--- src/rtl/kmap_sweep_ctrl_if.sv ---
// Bundle between the lab top-level / function under test and the K-map sweep sequencer.
// The master side drives start/abort/expected and the function unit output.
// The slave side is the sequencer itself.
interface kmap_sweep_ctrl_if #(
    parameter int unsigned N_IN = 4
);
    localparam int unsigned NCodes = 2 ** N_IN;

    logic              start;
    logic              abort;
    logic [NCodes-1:0] expected;
    logic [N_IN-1:0]   fn_in;
    logic              fn_out;
    logic              busy;
    logic              done;
    logic              result_valid;
    logic [NCodes-1:0] truth_table;
    logic              match;
    logic [N_IN:0]     mismatch_count;
    logic [N_IN-1:0]   first_fail;

    modport master (
        output start, abort, expected, fn_out,
        input  fn_in, busy, done, result_valid, truth_table, match, mismatch_count, first_fail
    );

    modport slave (
        input  start, abort, expected, fn_out,
        output fn_in, busy, done, result_valid, truth_table, match, mismatch_count, first_fail
    );
endinterface

--- src/rtl/kmap_sweep_ctrl.sv ---
// Exhaustive sweep sequencer for an N_IN-input combinational function unit.
// Each code is driven, held for SETTLE cycles and then sampled.
// The captured truth table is compared against an expected mask latched at start.
module kmap_sweep_ctrl #(
    parameter int unsigned N_IN   = 4,
    parameter int unsigned SETTLE = 1   // 0..15
) (
    input logic              clk,
    input logic              rst_n,
    kmap_sweep_ctrl_if.slave bus
);
    localparam int unsigned     NCodes     = 2 ** N_IN;
    localparam int unsigned     SettleLast = (SETTLE > 0) ? SETTLE - 1 : 0;
    localparam logic [N_IN-1:0] LastCode   = {N_IN{1'b1}};

    typedef enum logic [1:0] {StIdle, StApply, StSample, StFinish} state_e;

    state_e            state_q, state_d;
    logic [N_IN-1:0]   code_q, code_d;
    logic [3:0]        settle_q, settle_d;
    logic [NCodes-1:0] exp_q, exp_d;
    logic [NCodes-1:0] tt_q, tt_d;
    logic [N_IN:0]     miss_q, miss_d;
    logic [N_IN-1:0]   ff_q, ff_d;
    logic              valid_q, valid_d;
    logic              match_q, match_d;
    logic              busy;

    // State and result registers; reset clears everything, including mid-sweep.
    always_ff @(posedge clk or negedge rst_n) begin
        if (!rst_n) begin
            state_q  <= StIdle;
            code_q   <= '0;
            settle_q <= '0;
            exp_q    <= '0;
            tt_q     <= '0;
            miss_q   <= '0;
            ff_q     <= '0;
            valid_q  <= 1'b0;
            match_q  <= 1'b0;
        end else begin
            state_q  <= state_d;
            code_q   <= code_d;
            settle_q <= settle_d;
            exp_q    <= exp_d;
            tt_q     <= tt_d;
            miss_q   <= miss_d;
            ff_q     <= ff_d;
            valid_q  <= valid_d;
            match_q  <= match_d;
        end
    end

    // Next-state and datapath update for the sweep.
    always_comb begin
        state_d  = state_q;
        code_d   = code_q;
        settle_d = settle_q;
        exp_d    = exp_q;
        tt_d     = tt_q;
        miss_d   = miss_q;
        ff_d     = ff_q;
        valid_d  = valid_q;
        match_d  = match_q;

        unique case (state_q)
            StIdle: begin
                if (bus.start) begin
                    exp_d    = bus.expected;
                    code_d   = '0;
                    settle_d = '0;
                    tt_d     = '0;
                    miss_d   = '0;
                    ff_d     = '0;
                    valid_d  = 1'b0;
                    match_d  = 1'b0;
                    // With no settle time every code lives in SAMPLE alone.
                    state_d  = (SETTLE == 0) ? StSample : StApply;
                end
            end

            StApply: begin
                if (bus.abort) begin
                    state_d  = StIdle;
                    code_d   = '0;
                    settle_d = '0;
                end else if (settle_q == 4'(SettleLast)) begin
                    settle_d = '0;
                    state_d  = StSample;
                end else begin
                    settle_d = settle_q + 4'd1;
                end
            end

            StSample: begin
                if (bus.abort) begin
                    // Abort beats the sample; partial table stays visible.
                    state_d = StIdle;
                    code_d  = '0;
                end else begin
                    tt_d[code_q] = bus.fn_out;
                    if (bus.fn_out != exp_q[code_q]) begin
                        miss_d = miss_q + 1'b1;
                        if (miss_q == '0) begin
                            ff_d = code_q;
                        end
                    end
                    // Final code detected explicitly so the counter never wraps.
                    if (code_q == LastCode) begin
                        state_d = StFinish;
                        code_d  = '0;
                        valid_d = 1'b1;
                        match_d = (miss_d == '0);
                    end else begin
                        code_d  = code_q + 1'b1;
                        state_d = (SETTLE == 0) ? StSample : StApply;
                    end
                end
            end

            StFinish: begin
                state_d = StIdle;
            end

            default: begin
                state_d = StIdle;
            end
        endcase
    end

    assign busy = (state_q == StApply) || (state_q == StSample);

    assign bus.busy           = busy;
    assign bus.fn_in          = busy ? code_q : '0;
    assign bus.done           = (state_q == StFinish);
    assign bus.result_valid   = valid_q;
    assign bus.truth_table    = tt_q;
    assign bus.match          = match_q;
    assign bus.mismatch_count = miss_q;
    assign bus.first_fail     = ff_q;
endmodule

--- src/flat_wrapper.sv ---
// flat-port wrapper written by rule: the top's interface ports become plain ports
module kmap_sweep_ctrl_flat 
#(
    parameter int unsigned N_IN   = 4,
    parameter int unsigned SETTLE = 1           
)
  (clk, rst_n, bus_start, bus_abort, bus_expected, bus_fn_out, bus_fn_in, bus_busy, bus_done, bus_result_valid, bus_truth_table, bus_match, bus_mismatch_count, bus_first_fail);
  kmap_sweep_ctrl_if #(.N_IN(N_IN)) bus_i ();
  input logic clk;
  input logic rst_n;
  input wire logic [$bits(bus_i.start)-1:0] bus_start;
  input wire logic [$bits(bus_i.abort)-1:0] bus_abort;
  input wire logic [$bits(bus_i.expected)-1:0] bus_expected;
  input wire logic [$bits(bus_i.fn_out)-1:0] bus_fn_out;
  output wire logic [$bits(bus_i.fn_in)-1:0] bus_fn_in;
  output wire logic [$bits(bus_i.busy)-1:0] bus_busy;
  output wire logic [$bits(bus_i.done)-1:0] bus_done;
  output wire logic [$bits(bus_i.result_valid)-1:0] bus_result_valid;
  output wire logic [$bits(bus_i.truth_table)-1:0] bus_truth_table;
  output wire logic [$bits(bus_i.match)-1:0] bus_match;
  output wire logic [$bits(bus_i.mismatch_count)-1:0] bus_mismatch_count;
  output wire logic [$bits(bus_i.first_fail)-1:0] bus_first_fail;
  assign bus_i.start = bus_start;
  assign bus_i.abort = bus_abort;
  assign bus_i.expected = bus_expected;
  assign bus_i.fn_out = bus_fn_out;
  assign bus_fn_in = bus_i.fn_in;
  assign bus_busy = bus_i.busy;
  assign bus_done = bus_i.done;
  assign bus_result_valid = bus_i.result_valid;
  assign bus_truth_table = bus_i.truth_table;
  assign bus_match = bus_i.match;
  assign bus_mismatch_count = bus_i.mismatch_count;
  assign bus_first_fail = bus_i.first_fail;
  kmap_sweep_ctrl #(.N_IN(N_IN), .SETTLE(SETTLE)) u_core (.clk(clk), .rst_n(rst_n), .bus(bus_i));
endmodule
--- config.mk ---
export PLATFORM = sky130hd
export DESIGN_NAME = kmap_sweep_ctrl_flat
export DESIGN_NICKNAME = d
export VERILOG_FILES = /design/src/rtl/kmap_sweep_ctrl_if.sv /design/src/rtl/kmap_sweep_ctrl.sv /design/src/flat_wrapper.sv
export SDC_FILE = /design/constraint.sdc
export NUM_CORES = 1
export LEC_CHECK = 0
export CAP_MARGIN = 20
export CORE_UTILIZATION = 57
export CTS_CLUSTER_DIAMETER = 150
export DETAILED_ROUTE_END_ITERATION = 12
export PLACE_DENSITY = 0.86
export RECOVER_POWER = 50
export SLEW_MARGIN = 20
export SYNTH_ARGS = -nofsm -noshare
export SYNTH_HDL_FRONTEND = slang
export SYNTH_SLANG_ARGS = --single-unit
--- constraint.sdc ---
create_clock -name clk -period 6.5 [get_ports clk]
set_clock_uncertainty 0.1 [all_clocks]
set_input_delay 1.95 -clock clk [delete_from_list [all_inputs] [get_ports clk]]
set_output_delay 1.95 -clock clk [all_outputs]
set_load 0.005 [all_outputs]
Word level (Yosys, flattened, before mapping)
Cells that the tools add are included.

storage, ports and cells
  register bits = 53
  input bits = 21

operators by class
  add/sub/neg operators = 3
  $lt $le $gt $ge = 2
  equal/unequal tests = 12
  mux-type cells = 40
  reductions and logical operators = 16

operator list
  kind                   count
  $mux W4                10
  $mux W16               2
  $pmux W16 S2           1
  $mux W5                5
  $bwmux W16             1
  $pmux W4 S2            2
  $pmux W4 S3            1
  $logic_not A5 Y1       2
  $mux W2                5
  $pmux W5 S2            1
  $add A4 B1 Y4 const B  2
  $pmux W2 S4            1
  $mux W1                7
  $ne A2 B1 Y1 const B   3
  $ne A2 B2 Y1 const B   3
  $reduce_and A2 Y1      3
  $reduce_and A3 Y1      2
  $add A5 B1 Y5 const B  1
  $lt A4 B5 Y1 const B   1
  $reduce_and A5 Y1      1
  $bmux W1 S4            1
  $demux W1 S4           1
  $eq A2 B2 Y1 const B   2
  $eq A4 B4 Y1 const B   1
  12 further kinds       14

Depth between registers and ports, before layout
Gate-level depths: netlist of the first run.

  depth after elaboration = 10
  mapped depth = 10
  depth with buffers taken out = 8

Worst setup path after synthesis of the first run
No wires, ideal clock.

  kind = input to register
  start = input bus_fn_out
  end = register u_core.match_q, in the netlist u_core.bus.match
  data arrival time = 3252 ps
  required time = 6305 ps
  slack = 3052 ps
  cell stages on the path = 6
  buffers on the path = 1
  cell sequence = buf_4 > or2b_2 > mux2_4 > a2111oi_1 > a21oi_1 > o32ai_2

on the way
  word-level cells in the longest chain between the ends = 8

ends and longest elaborated chain
  item                  RTL line                RTL
  start, declared       flat_wrapper.sv:14      input wire logic [$bits(bus_i.fn_out)-1:0] bus_fn_out;
  $ne A1 B1 Y1          kmap_sweep_ctrl.sv:102  if (bus.fn_out != exp_q[code_q]) begin
  $mux W5               kmap_sweep_ctrl.sv:102
  $mux W5               kmap_sweep_ctrl.sv:96   if (bus.abort) begin
  $mux W5               kmap_sweep_ctrl.sv:66   unique case (state_q)
  $logic_not A5 Y1      kmap_sweep_ctrl.sv:113  match_d = (miss_d == '0);
  $mux W1               kmap_sweep_ctrl.sv:109  if (code_q == LastCode) begin
  $mux W1               kmap_sweep_ctrl.sv:96
  $pmux W1 S2           kmap_sweep_ctrl.sv:66
  end signal, assigned  kmap_sweep_ctrl.sv:50   match_q <= match_d;
  end, declared         kmap_sweep_ctrl.sv:26   logic match_q, match_d;

Every way passes these cells. The select of a mux whose other input is x is not followed.
A chain may end at the register's enable or synchronous reset.

==> metrics, run 1 <==
CP endpoint kind async pin; RePlAce Congestion around 0.9; starting density of the core around three fifths; syn avg cell area between 10 and 15 um2; crit start category primary input; Mapped Nets 308; WP data required 6.22 ns; setup TNS 0 ns; Netlist cell types 47; min cycle time layout ~4.3 ns; post-route clock period utilization 65.9%; Pins Over Slew Limit 54; Pwr Density 288 mW/mm2; slowest cell delay on critical path ~1.9 ns; WL/cell between 15 and 20 um; Worst Tran Pin Value ~2.8 ns; Root Buffer clkbuf_8; initial antenna violation count 0; unrepaired setup endpoints after global routing false; Max rail drop VDD about 0.25 mV; core box area 0.00485 mm2; outcome finished with violations; first-pass GRT wire length 10100 um; via count of the first global-routing pass around 2200; H-tree levels 2; Max-slew headroom -83.7%; number of synthesized flops with an enable pin 0; largest net degree at the start of global routing 54; DR DRC count 0; IO Count 54; GR Overflow Total 0; Placement Setup Slack 2.42 ns; Yosys top cell area share between 40% and 50%; Crit Path Max Fanout 53; Max Clk Rate 0.234 GHz; Leak approximately 1.5 nW; CP delay by family, top buffers and inverters; Main synth FF type dfrtp_1; fin nets 354; Num CTS Buffers 5; Vias 2254; drt pass-1 iters 4; CP cell instances buf_2, clkbuf_1; CP arrival 4.00 ns; CP bufs+invs 2; # hold bufs at CTS 0; placed wire-length estimate 4340 um; share of cells above drive strength 1 11.8%; DRT antenna net count 0; Routed WL 5880 um; Hold WC Path Type flop to flop; Layout area overhead 19.3%; I/O Buffers 53; setup slack after layout 2.22 ns; failing checks capacitance limit, slew limit; Final Hold Vio Count 0; worst skew pair latency roughly 0.3 ns; die area 0.00546 mm2; Seq/Total Area, Yosys 45.0%; Setup Buffers After CTS 0; CTS tree done; Synth Cell Area ~0.0029 mm2; GRT Total Usage 24.5%; Setup CP Type primary input to async pin; warnings from Yosys 0; number of DRC markers in iteration 0 133; most common cell after layout, fill and taps aside dfrtp_1; synthesized instance count 275; CTS max path bufs 2; Seq cells post-synth 53; post-synthesis async set-or-reset flop share 100%; std cell rows 25; most frequent cells in the layout dfrtp_1, o21ai_0, clkdlybuf4s50_1; largest area contributor in the netlist dfrtp_1; Via-to-Cell Ratio 5.81; Max-cap violations 1; clock transition at the registers of the reported paths 0.09 ns; Worst path slowest cell clkbuf_1; top post-synthesis cells by area dfrtp_1, o21ai_0, mux2_2, ha_1, a21boi_0; Num Clock Sinks between 50 and 60; die height 73.9 um; final setup fails 0; Layout Cells excl Fill 388; die width 73.9 um; post_cts resized 0; Placed Cells 381; Antenna Cells 0
-- state kept, by name, summed over array words and instances, names as in the netlist --
name	cells
u_core.state_q	2
u_core.bus.result_valid	1
u_core.exp_q	16
u_core.bus.truth_table	16
u_core.bus.first_fail	4
u_core.code_q	4
u_core.bus.match	1
u_core.settle_q	4
u_core.bus.mismatch_count	5
-- layer usage --
| metal | up-vias | part of all wire (%) | routed length, um | global-route usage (%) |
|---|---|---|---|---|
| met5 | - | 0 | 0 | 0 |
| met4 | 0 | 1.1 | 63 | 8.76 |
| met3 | 7 | 5.4 | 320 | 5.49 |
| met2 | 74 | 49 | 2880 | 40.7 |
| met1 | 1099 | 44 | 2610 | 31.6 |
| li1 | 1074 | - | - | - |
-- synthesized netlist by cell type (3+ instances only) --
cell / n
and3_1: 3
inv_1: 11
a21o_1: 4
o21ai_0: 42
mux2i_1: 8
ha_1: 12
clkbuf_1: 9
dfrtp_1: 53
nor2b_1: 5
or2_2: 3
and2_1: 4
a32o_1: 4
a31oi_1: 6
a21boi_0: 16
nor2_1: 8
mux2_2: 17
nand3_1: 11
nand2_1: 14
nand2b_1: 7
a21oi_1: 5
-- final timing paths --
check,from,endpoint,slack [ns],cells after the start
worst min-delay path,u_core.bus.first_fail[2],u_core.bus.first_fail[2],0.41,1
worst min register to register,u_core.bus.first_fail[2],u_core.bus.first_fail[2],0.41,1
min in group asynchronous,rst_n,u_core.settle_q[0],2.51,2
max in group clk,u_core.code_q[0],bus_fn_in[0],2.58,2
worst max-delay path,rst_n,u_core.state_q[1],2.22,2
worst max register to register,u_core.state_q[0],u_core.bus.truth_table[12],3.76,6
-- kinds of logic after synthesis --
| group | synth area share, % |
|---|---|
| XOR/XNOR | 0.595 |
| multiplexers | 12.0 |
| adder cells (fa/ha/maj) | 5.10 |
| AND/OR/NAND/NOR | 12.3 |
| flip-flops | 45.0 |
| AO/OA/AOI/OAI | 19.2 |
| buffers and inverters | 5.82 |
-- final cells by class --
type,instances,area [um2]
clock buffers,7,86.3
fillers,383,1330
inverters,11,41.3
multi-input cells,196,1450
flip-flops and latches,53,1330
well taps,67,83.8
repair buffers,54,529
-- where the power goes --
group          switching [mW]  total (mW)  leakage, nW  internal, mW
clock                  0.0974       0.182       0.0443        0.0846
sequential             0.0447       0.436        0.702         0.392
combinational           0.202       0.394        0.759         0.192
total                   0.344        1.01         1.51         0.669
-- metrics by stage --
| step | hold slack [ns] | instance area (um2) | utilization, % | total power [mW] |
|---|---|---|---|---|
| 6_report | 0.407 | 3520 | 72.5 | 1.01 |
| 5_1_grt | 0.423 | 3520 | 72.5 | 1.08 |
| 4_1_cts | 0.409 | 3520 | 72.6 | 1.02 |
| 3_5_place_dp | 0.378 | 3430 | 70.8 | 0.839 |
| 3_3_place_gp | 0.385 | 3430 | 70.8 | 0.823 |
| 2_1_floorplan | 0.379 | 2950 | - | 0.734 |
Note: power is estimated with default switching activity, not from simulation.
==> inputs of run 2 (changes only) <==
- CORE_UTILIZATION: 57 -> 47
- PLACE_DENSITY: 0.86 -> 0.76
- clock period: 6.5 -> 3.5 ns (I/O delays scaled with it)
==> run 2 against run 1 <==
The run now ends clean. Non-clock buffer count rose by 2. First-iteration DRC count decreased by 35%. Sequential share of layout area shrank 0.27 points. Register-to-register slack worse by 2.9 ns. Count of clock-buffer cells in the layout did not move. Via count is 2.3% lower. Critical path depth increased by 2. Sequential cell count is the same. Power is 87% higher. Final cell count is 2.6% higher. Largest cell class unchanged. Largest power group unchanged.
==> metrics, run 2 (synthesis gave the netlist of run 1 again) <==
crit start category flop; placed wire-length estimate 4470 um (+3.1%); CTS tree done; Pwr Density 534 mW/mm2 (+85%); CTS max path bufs 2 (unchanged); Hold WC Path Type flop to flop; min cycle time layout just under 3 ns; starting density of the core 49.2% (-12 points); Worst Tran Pin Value 1.07 ns (-1.69 ns); Root Buffer clkbuf_8; global route hottest layer met2; die height 81.2 um (+9.9%); met3 Resource Use GR 5.96% (+0.47 points); initial antenna violation count 0 (unchanged); worst skew pair latency 0.30 ns (about the same); post_cts resized 0 (unchanged); Max Clk Rate around 0.34 GHz; post-route clock period utilization between 80% and 90%; via count of the first global-routing pass 2263 (+2.8%); Leak 1.48 nW (-2.0%); DRT antenna net count 0 (unchanged); Worst path slowest cell clkdlybuf4s50_1; DR DRC count 0 (unchanged); Layout area overhead 20.2%; Max-cap violations 0 (-1); Final Hold Vio Count 0 (unchanged); HP Start u_core.bus.first_fail[2]; hold depth 1 (unchanged); cell area after layout 0.00354 mm2 (+0.71%); unrepaired setup endpoints after global routing false; WP data required 2.35 ns (-3.87 ns); Reg2Reg Depth 6 (unchanged); # hold bufs at CTS 0 (unchanged); share of cells above drive strength 1 12.4% (+0.55 points); drt pass-1 iters 4 (unchanged); die area 0.00659 mm2 (+21%); core box area 0.00599 mm2 (+24%); setup slack, reg-to-reg 0.86 ns (-2.90 ns); IO Count 54 (unchanged); critical register-to-register path startpoint u_core.code_q[0]; I/O Buffers 53 (unchanged); Placement Setup Slack 0.403 ns (-2.02 ns); CP endpoint kind output port; CP cell instances inv_1, ha_1, and2_1, clkdlybuf4s50_1; final setup fails 0 (unchanged); Num Clock Sinks 53 (unchanged); WL/cell 15.0 um (-1.1%); R2R Path End u_core.bus.match; Antenna Cells 0 (unchanged); met2 usage 34.2% (-6.5 points); Setup CP Type flop to output port; Num CTS Buffers 5 (unchanged); Via-to-Cell Ratio 5.53 (-4.8%); std cell rows 28 (+12%); setup slack after layout 0.577 ns (-1.64 ns); H-tree levels 2 (unchanged); worst hold slack 0.407 ns (+0.000125 ns); die width 81.2 um (+9.9%); Routed WL 5970 um (+1.4%); total power 1.89 mW (+87%); outcome finished, final reports clean; Setup Buffers After CTS 0 (unchanged); Max rail drop VDD 0.320 mV (+28%); GRT Total Usage 20.3% (-4.2 points); CP startpoint u_core.state_q[0]; GR Overflow Total 0 (unchanged); fillcell total 508 (+33%); most common cell after layout, fill and taps aside dfrtp_1; clock transition at the registers of the reported paths 0.10 ns (about the same); slowest cell delay on critical path 0.52 ns (-1.41 ns); first-pass GRT wire length 10200 um (+0.68%); fin nets 356 (+0.56%); Max-slew headroom 28.7% (+110 points); Pins Over Slew Limit 0 (-100%); Crit Path Max Fanout 5 (-91%); Area after DPL 0.00346 mm2 (+0.73%); hold endpoint u_core.bus.first_fail[2]; number of DRC markers in iteration 0 87 (-35%); largest net degree at the start of global routing 34 (-37%); CP arrival 1.77 ns (-2.23 ns); RePlAce Congestion 0.813 (-12%); setup TNS 0 ns (unchanged); most frequent cells in the layout dfrtp_1, clkdlybuf4s50_1, o21ai_0; Vias 2202 (-2.3%); met1 usage 25.9% (-5.7 points)
## run 2: cell count changes in the layout (fill, tap and decap cells not counted), sizes merged
cell,previous run,this run
clkdlybuf4s50,37,48
buf,1,2
clkbuf,8,9
dlygate4sd3,15,4
## run 2: layer usage
layer  share of wire [%]  wire [um]
met1                  46       2730
met4                0.22         13
met5                   0          0
met3                 5.2        312
met2                  49       2910
## run 2: area by class of cell
class / count / area (um2) / area share (%)
Multi-Input combinational cell: 196 / 1450 / 40.9
Timing Repair Buffer: 56 / 544 / 15.4
Clock buffer: 7 / 86.3 / 2.44
Tap cell: 75 / 93.8 / 2.65
Inverter: 11 / 41.3 / 1.17
Sequential cell: 53 / 1330 / 37.5
## run 2: power breakdown
group          switching, mW  internal [mW]  leakage [nW]
registers             0.0768          0.727         0.702
clock network          0.192          0.158        0.0443
logic                  0.373          0.363         0.729
total                  0.642           1.25          1.48
## run 2: critical path: cells and delay by family (launching register included)
kind	cells	cell delay [ns]
buffers and inverters	2	0.60
AND/OR/NAND/NOR	1	0.14
flip-flops	1	0.38
adder cells (fa/ha/maj)	1	0.36
## run 2: worst max path at each step
stage	endpoint	slack (ns)
after floorplan	u_core.bus.match	0.95
after global placement	u_core.bus.match	0.47
after detailed placement	u_core.bus.match	0.40
after CTS	bus_fn_in[0]	0.55
after global routing	bus_fn_in[2]	0.46
final	bus_fn_in[2]	0.58
## run 2: metrics by stage
step                instances  util, %
global route              398     59.1
detailed placement        391     57.7
floorplan                 275        -
finish                    398     59.1
global placement          391     57.7
CTS                       398     59.2
==> inputs of run 3 (changes only) <==
- CORE_UTILIZATION: 47 -> 52
- PLACE_DENSITY: 0.76 -> 0.79
- clock period: 3.5 -> 2.9 ns (I/O delays scaled with it)
==> run 3 against run 2 <==
Via count grew 2.9%. Sequential cell count is the same. Largest power group is now combinational cells. Clock power grew 39%. Hold slack gained 0.0025 ns. Global-route usage grew 2.2 points. First-iteration DRC count grew 10%. Power grew 28%. Critical path depth is the same.
==> metrics, run 3 (synthesis gave the netlist of run 1 again) <==
outcome finished, final reports clean; Num Clock Sinks 53 (unchanged); post_cts resized 0 (unchanged); largest net degree at the start of global routing 32 (-5.9%); Layout Cells excl Fill 407 (+2.3%); CP endpoint kind output port; via count of the first global-routing pass 2259 (-0.18%); GRT Total Usage 22.5% (+2.2 points); setup TNS 0 ns (unchanged); first-pass GRT wire length 10600 um (+3.6%); Logic pwr share 40.1% (+1.1 points); Antenna Cells 0 (unchanged); unrepaired setup endpoints after global routing false; placed wire-length estimate 4510 um (+0.82%); Max-cap violations 0 (unchanged); CTS max path bufs 2 (unchanged); number of DRC markers in iteration 0 96 (+10%); DRT antenna net count 0 (unchanged); Vias 2265 (+2.9%); crit start category flop; DR DRC count 0 (unchanged); Max-slew headroom 19.6% (-9.1 points); share of cells above drive strength 1 15.5% (+3.1 points); worst skew pair latency 0.31 ns (about the same); Layout area overhead 23.6%; WL/cell 15.2 um (+1.6%); Routed WL 6200 um (+3.9%); min cycle time layout 2.76 ns; IO Count 54 (unchanged); P_sw 808 uW (+26%); # hold bufs at CTS 0 (unchanged); Max rail drop VDD 0.380 mV (+19%); die width 77.3 um (-4.8%); H-tree levels 2 (unchanged); Setup Buffers After CTS 0 (unchanged); CP arrival 1.79 ns (+0.02 ns); Leak 1.53 nW (+3.8%); Num CTS Buffers 5 (unchanged); clock transition at the registers of the reported paths 0.09 ns (about the same); I/O Buffers 53 (unchanged); Clock Power Share 20.1% (+1.6 points); Max Clk Rate 0.362 GHz; P_int 1.62 mW (+29%); post-route clock period utilization 95.3%; Final Hold Vio Count 0 (unchanged); final setup fails 0 (unchanged); Pins Over Slew Limit 0 (unchanged); initial antenna violation count 0 (unchanged); CTS tree done; core box area 0.00547 mm2 (-8.6%); Placed Cells 400 (+2.3%); RePlAce Congestion 0.875 (+7.6%); Hold WC Path Type flop to flop; die area 0.00597 mm2 (-9.4%); std cell rows 27 (-3.6%); Worst Tran Pin Value 1.21 ns (+0.136 ns); starting density of the core 53.8% (+4.7 points); most frequent cells in the layout dfrtp_1, clkdlybuf4s50_1, o21ai_0; WP data required 1.93 ns (-0.42 ns); GR Overflow Total 0 (unchanged); fin nets 368 (+3.4%); Crit Path Max Fanout 5 (unchanged); Pwr Density 666 mW/mm2 (+25%); Via-to-Cell Ratio 5.57 (+0.59%); die height 77.3 um (-4.8%); switching share of power 33.3% (-0.63 points); drt pass-1 iters 4 (unchanged); Setup CP Type flop to output port; Root Buffer clkbuf_8; most common cell after layout, fill and taps aside dfrtp_1; Sequential Power Share 39.9% (-2.6 points)
==> run 3: cell types whose count changed in the layout (fill, tap and decap cells not counted), sizes merged <==
| cell | delta |
|---|---|
| buf | +11 |
| clkdlybuf4s50 | +3 |
| dlygate4sd3 | -3 |
| bufinv | +1 |
| clkbuf | -1 |
| clkinv | +1 |
==> run 3: final cells by class <==
| cell class | count | area (um2) |
|---|---|---|
| fill | 474 | 1830 |
| multi-input combinational | 196 | 1450 |
| sequential | 53 | 1330 |
| timing repair buffer | 68 | 631 |
| tap | 72 | 90.1 |
| clock buffer | 5 | 68.8 |
| inverter | 11 | 41.3 |
| clock inverter | 2 | 35.0 |
==> run 3: critical path: stages, from the launching register on <==
cell and delay (ns):
dfrtp_1 0.38, inv_1 0.09, ha_1 0.35, and2_1 0.15
clkdlybuf4s50_1 0.52
==> run 3: final timing paths <==
check	end	startpoint	slack (ns)	depth (start not counted)
worst max-delay path	bus_fn_in[2]	u_core.state_q[0]	0.14	4
worst min-delay path	u_core.bus.truth_table[8]	u_core.bus.truth_table[8]	0.41	2
worst max register to register	u_core.bus.match	u_core.code_q[0]	0.32	7
worst min register to register	u_core.bus.truth_table[8]	u_core.bus.truth_table[8]	0.41	2
max in group asynchronous	u_core.bus.mismatch_count[0]	rst_n	0.65	2
min in group asynchronous	u_core.bus.truth_table[7]	rst_n	0.69	1
==> run 3: power groups by stage <==
stage                     Clock (mW)  Sequential, mW  Combinational, mW
final                          0.487           0.966              0.971
after global routing           0.529           0.985               1.07
after CTS                      0.498           0.967              0.981
after detailed placement           0           0.981              0.973
after global placement             0           0.971              0.949
after floorplan                    0           0.950              0.695
==> run 3: layer usage <==
layer	share of wire (%)	global-route usage, %	wire length (um)	vias to the layer above
met4	1.2	7.17	74	0
met1	44	28.7	2710	1084
met5	0	0	0	-
met2	50	37.4	3070	71
li1	-	-	-	1101
met3	5.4	5.71	336	9
==> run 3: metrics by stage <==
step / area (um2) / utilization [%] / hold slack, ns / total power [mW] / setup WS, ns
finish: 3640 / 66.5 / 0.410 / 2.42 / 0.137
global route: 3640 / 66.5 / 0.431 / 2.58 / 0.0401
CTS: 3660 / 66.9 / 0.414 / 2.45 / 0.124
detailed placement: 3560 / 65.0 / 0.384 / 1.95 / 0.116
global placement: 3560 / 65.0 / 0.387 / 1.92 / 0.157
floorplan: 2950 / - / 0.379 / 1.65 / 0.532
==> variant: new RTL, flow settings as in run 2 <==
`N_IN` is set to 4 in 3 places; all go to 3.
--- a/src/rtl/kmap_sweep_ctrl_if.sv
+++ b/src/rtl/kmap_sweep_ctrl_if.sv
@@ -2,7 +2,7 @@
 // The master side drives start/abort/expected and the function unit output.
 // The slave side is the sequencer itself.
 interface kmap_sweep_ctrl_if #(
-    parameter int unsigned N_IN = 4
+    parameter int unsigned N_IN = 3
 );
     localparam int unsigned NCodes = 2 ** N_IN;
 
--- a/src/rtl/kmap_sweep_ctrl.sv
+++ b/src/rtl/kmap_sweep_ctrl.sv
@@ -2,7 +2,7 @@
 // Each code is driven, held for SETTLE cycles and then sampled.
 // The captured truth table is compared against an expected mask latched at start.
 module kmap_sweep_ctrl #(
-    parameter int unsigned N_IN   = 4,
+    parameter int unsigned N_IN   = 3,
     parameter int unsigned SETTLE = 1   // 0..15
 ) (
     input logic              clk,
--- a/src/flat_wrapper.sv
+++ b/src/flat_wrapper.sv
@@ -1,7 +1,7 @@
 // flat-port wrapper written by rule: the top's interface ports become plain ports
 module kmap_sweep_ctrl_flat 
 #(
-    parameter int unsigned N_IN   = 4,
+    parameter int unsigned N_IN   = 3,
     parameter int unsigned SETTLE = 1           
 )
   (clk, rst_n, bus_start, bus_abort, bus_expected, bus_fn_out, bus_fn_in, bus_busy, bus_done, bus_result_valid, bus_truth_table, bus_match, bus_mismatch_count, bus_first_fail);
Ports: changed (5 resized); port bits go from 54 to 35. The function was not compared with the original's and may differ.
==> variant against run 2 <==
Combinational power decreased by 20%; wire length fell by 35%; sequential cell count shrank 19; synthesized area fell by 36%; power down 24%; sequential power shrank 34%; final area decreased by 34%; worst setup slack improved by 0.016 ns; critical path type is now input pin to flop; largest cell class unchanged; highest routed layer unchanged.
==> variant: results (changes against run 2) <==
r2r setup slk 0.82 ns (-0.04 ns); WL per Instance 14.6 microns (-2.4%); GRT Util Overall 0.214 (+0.0104); number of multi-input logic gates 130 (-34%); outcome completed; Peak supply drop 0.330 mV (+2.9%); CTS clk-pin slew, worst paths 0.06 ns (-0.04 ns); Flop pwr share 0.374 (-0.051); final hold slack 0.380 ns (-0.0271 ns); Synth cell types 41 (-13%); FF+latch count 34 (-36%); sequential fraction of the synthesis area 0.452 (+0.00172); post-detail-place hpwl 2940 microns (-34%); top post-synthesis cells by count dfrtp_1 (34), o21ai_0 (18), nand2_1 (12); Mean Syn Cell Area 10.4 sq um (-2.9%); delay of the slowest critical-path stage 0.47 ns (-0.05 ns); Post-DP Area 2260 sq um (-35%); crit-path leading delay family simple AND/OR/NAND/NOR gates; Hold Path End u_core.bus.result_valid; GR Layer Usage met3 0.0590 (-0.000523); WP data arrival 2.98 ns (+1.21 ns); pre-CTS WS 0.336 ns (-0.0670 ns); Layout Utilization 0.628 (+0.0373); first-pass GRT wire length 6870 microns (-33%); die width 65.3 microns (-20%); syn_nets 204 (-34%); CP Capture Point u_core.bus.first_fail[2]; final WL 3890 microns (-35%); crit path launch bus_abort; met3 WL post-DR 220 microns (-29%); Data buffer area share 0.148 (-0.00584); hold depth 2 (+1); worst-path fanout max 13 (+8); nets 240 (-33%); number of non-clock buffers 35 (-38%); Net Sw Power 0.503 mW (-22%); reg2reg path depth 5 (-1); Clock Power Share 0.211 (+0.026); clk cell area share 0.0388 (+0.0144); clock network power 0.302 mW (-14%); fin crit period 2.91 ns (-0.0159 ns); top cells by area, synth dfrtp_1 (45%), ha_1 (6.6%), mux2_2 (6.0%), o21ai_0 (4.8%), nand3_1 (2.7%); fraction of area in registers 0.362 (-0.0129)
[variant: cell count changes after synthesis, moves of 3 or more]
cell             run 2  this run
clkbuf_1             9         5
dfrtp_1             53        34
o21ai_0             42        18
o21ai_1              0         3
a21boi_0            16         0
and3_1               3         0
mux2_2              17        10
mux2i_1              8         3
a31oi_1              6         2
[variant: worst register-to-register path: cells and delay by family, from the launching register on]
| family | cells | cell delay (ns) |
|---|---|---|
| and+or+nand+nor | 1 | 0.42 |
| muxes | 2 | 0.91 |
| DFF | 1 | 0.70 |
| AOI/OAI and AO/OA | 1 | 0.26 |
| xor gates and xnor gates | 1 | 0.17 |
[variant: logic make-up (layout without fill, tap and decap cells)]
group	Yosys count	count (layout)	share of synthesized area
AOI/OAI and AO/OA	46	46	0.157
xor gates and xnor gates	3	3	0.0239
adders and majority gates	10	10	0.0664
buffers and inverters	17	54	0.0379
DFF	34	34	0.452
muxes	17	17	0.120
and+or+nand+nor	54	54	0.143
